### src/rtl/pic_inta_sequencer.sv
// Interrupt-acknowledge sequencer for an 8259-style controller: synchronises INT,
// runs the two-pulse INTA cycle, presents the captured vector and writes back a non-specific EOI.
module pic_inta_sequencer #(
  parameter int          INTA_LOW_CYCLES = 2,
  parameter int          INTA_GAP_CYCLES = 2,
  parameter logic [7:0]  EOI_CMD         = 8'h20
) (
  input  logic       clk,
  input  logic       rst_n,
  input  logic       enable,
  input  logic       int_in,
  output logic       inta_n,
  output logic       cs_n,
  output logic       wr_n,
  output logic       rd_n,
  output logic       a0,
  output logic [7:0] data_out,
  output logic       data_oe,
  input  logic [7:0] data_in,
  output logic       vec_valid,
  input  logic       vec_ready,
  output logic [7:0] vec_data,
  input  logic       eoi_req,
  output logic       busy
);

  // state       | meaning
  // IDLE        | waiting for synchronised INT while enabled
  // ACK1        | first INTA pulse low
  // GAP         | INTA high between pulses
  // ACK2        | second INTA pulse low, vector captured on last cycle
  // PRESENT     | vector offered to the core
  // WAIT_EOI    | ISR running, waiting for end of service
  // EOI_SETUP   | chip select and EOI byte set up ahead of WR
  // EOI_WR      | WR strobe low
  // EOI_HOLD    | WR released, bus still driven
  typedef enum logic [3:0] {
    S_IDLE, S_ACK1, S_GAP, S_ACK2, S_PRESENT,
    S_WAIT_EOI, S_EOI_SETUP, S_EOI_WR, S_EOI_HOLD
  } state_t;

  localparam logic [3:0] LOW_LD = 4'(INTA_LOW_CYCLES - 1);
  localparam logic [3:0] GAP_LD = 4'(INTA_GAP_CYCLES - 1);

  state_t     state, state_nxt;
  logic [3:0] cnt, cnt_nxt;
  logic       sync1, int_s;
  logic       eoi_pend;
  logic       eoi_hit;

  logic       inta_n_nxt, cs_n_nxt, wr_n_nxt, data_oe_nxt, vec_valid_nxt, busy_nxt;
  logic [7:0] data_out_nxt;

  assign eoi_hit = eoi_pend | eoi_req;
  assign rd_n    = 1'b1;
  assign a0      = 1'b0;

  always_ff @(posedge clk) begin
    if (!rst_n) begin
      sync1     <= 1'b0;
      int_s     <= 1'b0;
      state     <= S_IDLE;
      cnt       <= 4'd0;
      eoi_pend  <= 1'b0;
      inta_n    <= 1'b1;
      cs_n      <= 1'b1;
      wr_n      <= 1'b1;
      data_oe   <= 1'b0;
      data_out  <= 8'h00;
      vec_valid <= 1'b0;
      vec_data  <= 8'h00;
      busy      <= 1'b0;
    end else begin
      sync1     <= int_in;
      int_s     <= sync1;
      state     <= state_nxt;
      cnt       <= cnt_nxt;
      inta_n    <= inta_n_nxt;
      cs_n      <= cs_n_nxt;
      wr_n      <= wr_n_nxt;
      data_oe   <= data_oe_nxt;
      data_out  <= data_out_nxt;
      vec_valid <= vec_valid_nxt;
      busy      <= busy_nxt;
      if (state == S_ACK2 && cnt == 4'd0)
        vec_data <= data_in;
      // EOI requests only count while a vector is being served
      if (state == S_EOI_HOLD)
        eoi_pend <= 1'b0;
      else if ((state == S_PRESENT || state == S_WAIT_EOI) && eoi_req)
        eoi_pend <= 1'b1;
    end
  end

  always_comb begin
    state_nxt = state;
    cnt_nxt   = cnt;
    case (state)
      S_IDLE: if (enable && int_s) begin
        state_nxt = S_ACK1;
        cnt_nxt   = LOW_LD;
      end
      S_ACK1: if (cnt == 4'd0) begin
        state_nxt = S_GAP;
        cnt_nxt   = GAP_LD;
      end else cnt_nxt = cnt - 4'd1;
      S_GAP: if (cnt == 4'd0) begin
        state_nxt = S_ACK2;
        cnt_nxt   = LOW_LD;
      end else cnt_nxt = cnt - 4'd1;
      S_ACK2: if (cnt == 4'd0) state_nxt = S_PRESENT;
              else cnt_nxt = cnt - 4'd1;
      S_PRESENT: if (vec_ready) state_nxt = eoi_hit ? S_EOI_SETUP : S_WAIT_EOI;
      S_WAIT_EOI: if (eoi_hit) state_nxt = S_EOI_SETUP;
      S_EOI_SETUP: begin
        state_nxt = S_EOI_WR;
        cnt_nxt   = LOW_LD;
      end
      S_EOI_WR: if (cnt == 4'd0) state_nxt = S_EOI_HOLD;
                else cnt_nxt = cnt - 4'd1;
      S_EOI_HOLD: state_nxt = S_IDLE;
      default: state_nxt = S_IDLE;
    endcase
  end

  // Outputs are decoded from the next state so that every pin is a flop
  always_comb begin
    inta_n_nxt    = !(state_nxt == S_ACK1 || state_nxt == S_ACK2);
    data_oe_nxt   = (state_nxt == S_EOI_SETUP || state_nxt == S_EOI_WR ||
                     state_nxt == S_EOI_HOLD);
    cs_n_nxt      = !data_oe_nxt;
    wr_n_nxt      = !(state_nxt == S_EOI_WR);
    data_out_nxt  = data_oe_nxt ? EOI_CMD : 8'h00;
    vec_valid_nxt = (state_nxt == S_PRESENT);
    busy_nxt      = (state_nxt != S_IDLE);
  end

endmodule

### config.mk
export PLATFORM = sky130hd
export DESIGN_NAME = pic_inta_sequencer
export DESIGN_NICKNAME = d
export VERILOG_FILES = /design/src/rtl/pic_inta_sequencer.sv
export SDC_FILE = /design/constraint.sdc
export NUM_CORES = 1
export LEC_CHECK = 0
export CORE_MARGIN = 5
export CORE_UTILIZATION = 45
export CTS_BUF_LIST = sky130_fd_sc_hd__clkbuf_4 sky130_fd_sc_hd__clkbuf_8 sky130_fd_sc_hd__clkbuf_16
export DETAILED_ROUTE_END_ITERATION = 6
export GPL_TIMING_DRIVEN = 1
export PLACE_DENSITY = 0.78
export SLEW_MARGIN = 25
export SYNTH_ARGS = -nofsm -noshare
export SYNTH_HDL_FRONTEND = slang
export SYNTH_SLANG_ARGS = --single-unit
### constraint.sdc
create_clock -name clk -period 2.6 [get_ports clk]
set_clock_uncertainty 0.15 [all_clocks]
set_input_delay 0.26 -clock clk [delete_from_list [all_inputs] [get_ports clk]]
set_output_delay 0.26 -clock clk [all_outputs]
set_load 0.005 [all_outputs]
==> results by group <==
Final layout
  • Area delta synth->final: 21.1%
  • Ant diodes: 0
  • Most used cells in the layout excluding fill and tap cells: sky130_fd_sc_hd__clkdlybuf4s50_1, sky130_fd_sc_hd__dfxtp_1, sky130_fd_sc_hd__nand2_1, sky130_fd_sc_hd__a21oi_1, sky130_fd_sc_hd__nor2_1
  • Most common library cell in the layout ignoring fill and taps: sky130_fd_sc_hd__clkdlybuf4s50_1
  • Layout cell share with drive strength beyond 1: 7.98%
  • Final-stage net count: 180

Floorplanning
  • Site row count: 18
  • Starting utilization of the core area: 47.5%
  • # IOs: 38
  • Area inside the core boundary: around 2500 sq um
  • Die Y: between 60 and 70 microns
  • Total die area: between 3000 and 4000 sq um
  • Die W: ~62 microns

Worst setup path
  • Highest net fanout along the worst path: 14
  • Class of the most critical setup path: reg -> reg
  • Data arrival time of the worst path: 2.24 ns
  • Critical Path RT: 2.66 ns
  • Worst setup SP type: register
  • Critical-path top delay cell: sky130_fd_sc_hd__nor4bb_2
  • Crit path buffers/inverters: 1
  • Internal reg-to-reg setup slack: between 0.4 and 0.5 ns
  • Kind of end point of the critical path: register
  • Max stage delay on crit path: between 0.4 and 0.5 ns
  • Cell class contributing the biggest share of worst-path delay: simple AND/OR/NAND/NOR gates
  • Chain of cells forming the critical path: inv_1, ha_1, and4bb_4, and2_2, xnor2_1, nor4bb_2, nand2_1

Routing
  • Routed length per placed instance: 12.9 microns
  • # DRC: 0
  • Wirelength, routed: 2490 microns
  • Number of DRC violations after detailed-routing iteration 0: 15
  • Number of iterations in the first detailed-routing pass: 5
  • Post-route antenna net violation count: 0
  • Via density per instance: 5.21
  • Vias post-DR: roughly 1000

STA
  • Final setup vio count: 0
  • Sum Neg Setup Slack: 0 ns
  • RSZ-0062 raised after global routing: false
  • Min Tclk post-route: approximately 2.2 ns
  • Tightest Pin Transition: roughly 0.59 ns
  • Number of endpoints with negative hold slack in the final report: 0
  • Period utilization: 83.9%
  • Minimum setup slack in the final design: approximately 0.42 ns
  • Max Clock Freq: around 0.46 GHz
  • Worst slew margin: a little over 60%
  • Pins over their slew limit: 0

Logic synthesis
  • Portion of synthesized cell area occupied by the leading cell type: about two fifths
  • Largest area contributor in the synthesized netlist: sky130_fd_sc_hd__dfxtp_1
  • Post-synthesis share of cell area spent on xor and xnor gates: 0.731%
  • Number of synthesis warnings: 0
  • Largest family of logic cells by synthesized area: simple AND/OR/NAND/NOR gates
  • Synthesized flop and latch total: 25
  • Part of the Yosys area used for sequential elements: between 40% and 50%
  • Post-synthesis cell count: 141
  • Compound-cell area share of the yosys netlist: between 10 and 15%
  • Number of different library cells in the post-synthesis netlist: 40
  • Syn Area/Cell: approximately 8.5 sq um
  • Multiplexer area fraction after synthesis: 0%
  • Post-synthesis share of cell area spent on full adders, half adders and majority gates: under 10%
  • Synth Area in Simple Gates: around 29%
  • Top cells by area, synth: sky130_fd_sc_hd__dfxtp_1, sky130_fd_sc_hd__buf_4, sky130_fd_sc_hd__a21oi_1
  • Synth Cell Area: around 1200 sq um

Clock network
  • Deepest level of the CTS H-tree: 1
  • # hold bufs at CTS: 0
  • Clock latency on the worst-skew pair: around 0.32 ns
  • # Post-CTS Setup Buffers: 0
  • Gates resized, CTS repair: 0
  • Number of buffers created by CTS: 3
  • Clock transition at the register clock pins on the worst setup and hold paths after CTS: 0.14 ns
  • Root Driver: sky130_fd_sc_hd__clkbuf_4
  • TritonCTS sink count: 25
  • TritonCTS clock tree: built
  • Longest Clk Path Bufs: 2

Global route
  • Overall global routing resource usage: between 10% and 20%
  • Leftover overflow at the end of global routing: 0
  • Global-route wire length before repair: 4130 microns
  • Antenna violations before repair: 0
  • Pin count of the biggest net entering global routing: 16
  • Number of global-route vias before repair: 972

Place
  • Sum of net half-perimeters after detailed placement: 1900 microns
  • Worst slack after detailed placement: approximately 0.42 ns
  • Count of port buffers added during placement: 28
  • GPL Wtd Cong: around 0.79

Power
  • Leak Pwr: around 0.00052 uW
  • Maximum ir drop on the vdd rail: 0.000330 V
  • Power density over the cells: 458 nW/um^2

Worst hold path
  • Worst hold path type: reg -> reg

Outcome
  • Outcome: complete, no violations

Job
  • Max Cap Viol: 0
## metal layers
metal  part of all wire (%)  track usage, %
met1                     42            17.1
met2                     51            25.6
met5                      0               0
met3                    5.3            1.68
met4                    1.1            5.45
## layout make-up
type	instances	area, sq um
inverters	4	15.0
flip-flops and latches	25	500
clock inverters	1	7.51
fillers	244	1070
repair buffers	28	280
well taps	30	37.5
clock buffers	3	22.5
multi-input cells	102	587
## cell families after synthesis
| kind of cell | after synthesis |
|---|---|
| XOR/XNOR | 1 |
| other | 2 |
| AND/OR/NAND/NOR | 63 |
| adder cells (fa/ha/maj) | 2 |
| flip-flops | 25 |
| AO/OA/AOI/OAI | 27 |
| buffers and inverters | 21 |
## registers in the layout, indices dropped and copies added, names as in the netlist
name       cells
int_s          1
vec_data       8
vec_valid      1
wr_n           1
inta_n         1
sync1          1
cnt            4
busy           1
eoi_pend       1
state          4
data_out       1
cs_n           1
## where the power goes
part           switching (uW)  total [uW]  internal (uW)  leakage, uW
registers                8.26         400            391     0.000202
logic                    39.9        84.9           45.0     0.000307
clock network             121         180           58.7    0.0000139
total                     169         664            495     0.000523
## final timing paths
kind / start / end / cells after the start
setup / recovery: cnt[0] / wr_n / 7
hold / removal: sync1 / int_s / 1
setup reg to reg: cnt[0] / wr_n / 7
hold reg to reg: sync1 / int_s / 1
## Yosys cell counts (all sizes together)
master    n
and3      1
nand2b    3
o2bb2ai   1
o21a      1
xnor2     1
ha        2
nand3     9
a311oi    1
a31oi     3
nor4bb    1
or2       2
nand3b    1
nor2b     1
or3b      1
nor3b     1
and2      4
or4b      1
inv       4
and4bb    1
o21ai     4
a32oi     1
nor2     12
nor4      2
conb      2
dfxtp    25
o221a     1
nand4b    1
or4       1
or3       2
a21oi    15
clkbuf    4
nand2    16
nor3      3
buf      13
## through the flow
| stage | instances | total power (uW) | util (%) | hold WS [ns] | cell area (sq um) |
|---|---|---|---|---|---|
| after floorplan | 148 | 468 | - | 0.232 | 1220 |
| after global placement | 189 | 490 | 56.3 | 0.271 | 1420 |
| after detailed placement | 189 | 493 | 56.3 | 0.275 | 1420 |
| after CTS | 193 | 668 | 57.5 | 0.308 | 1450 |
| after global routing | 193 | 696 | 57.5 | 0.332 | 1450 |
| final | 193 | 664 | 57.5 | 0.304 | 1450 |
(Power assumes the default switching activity.)
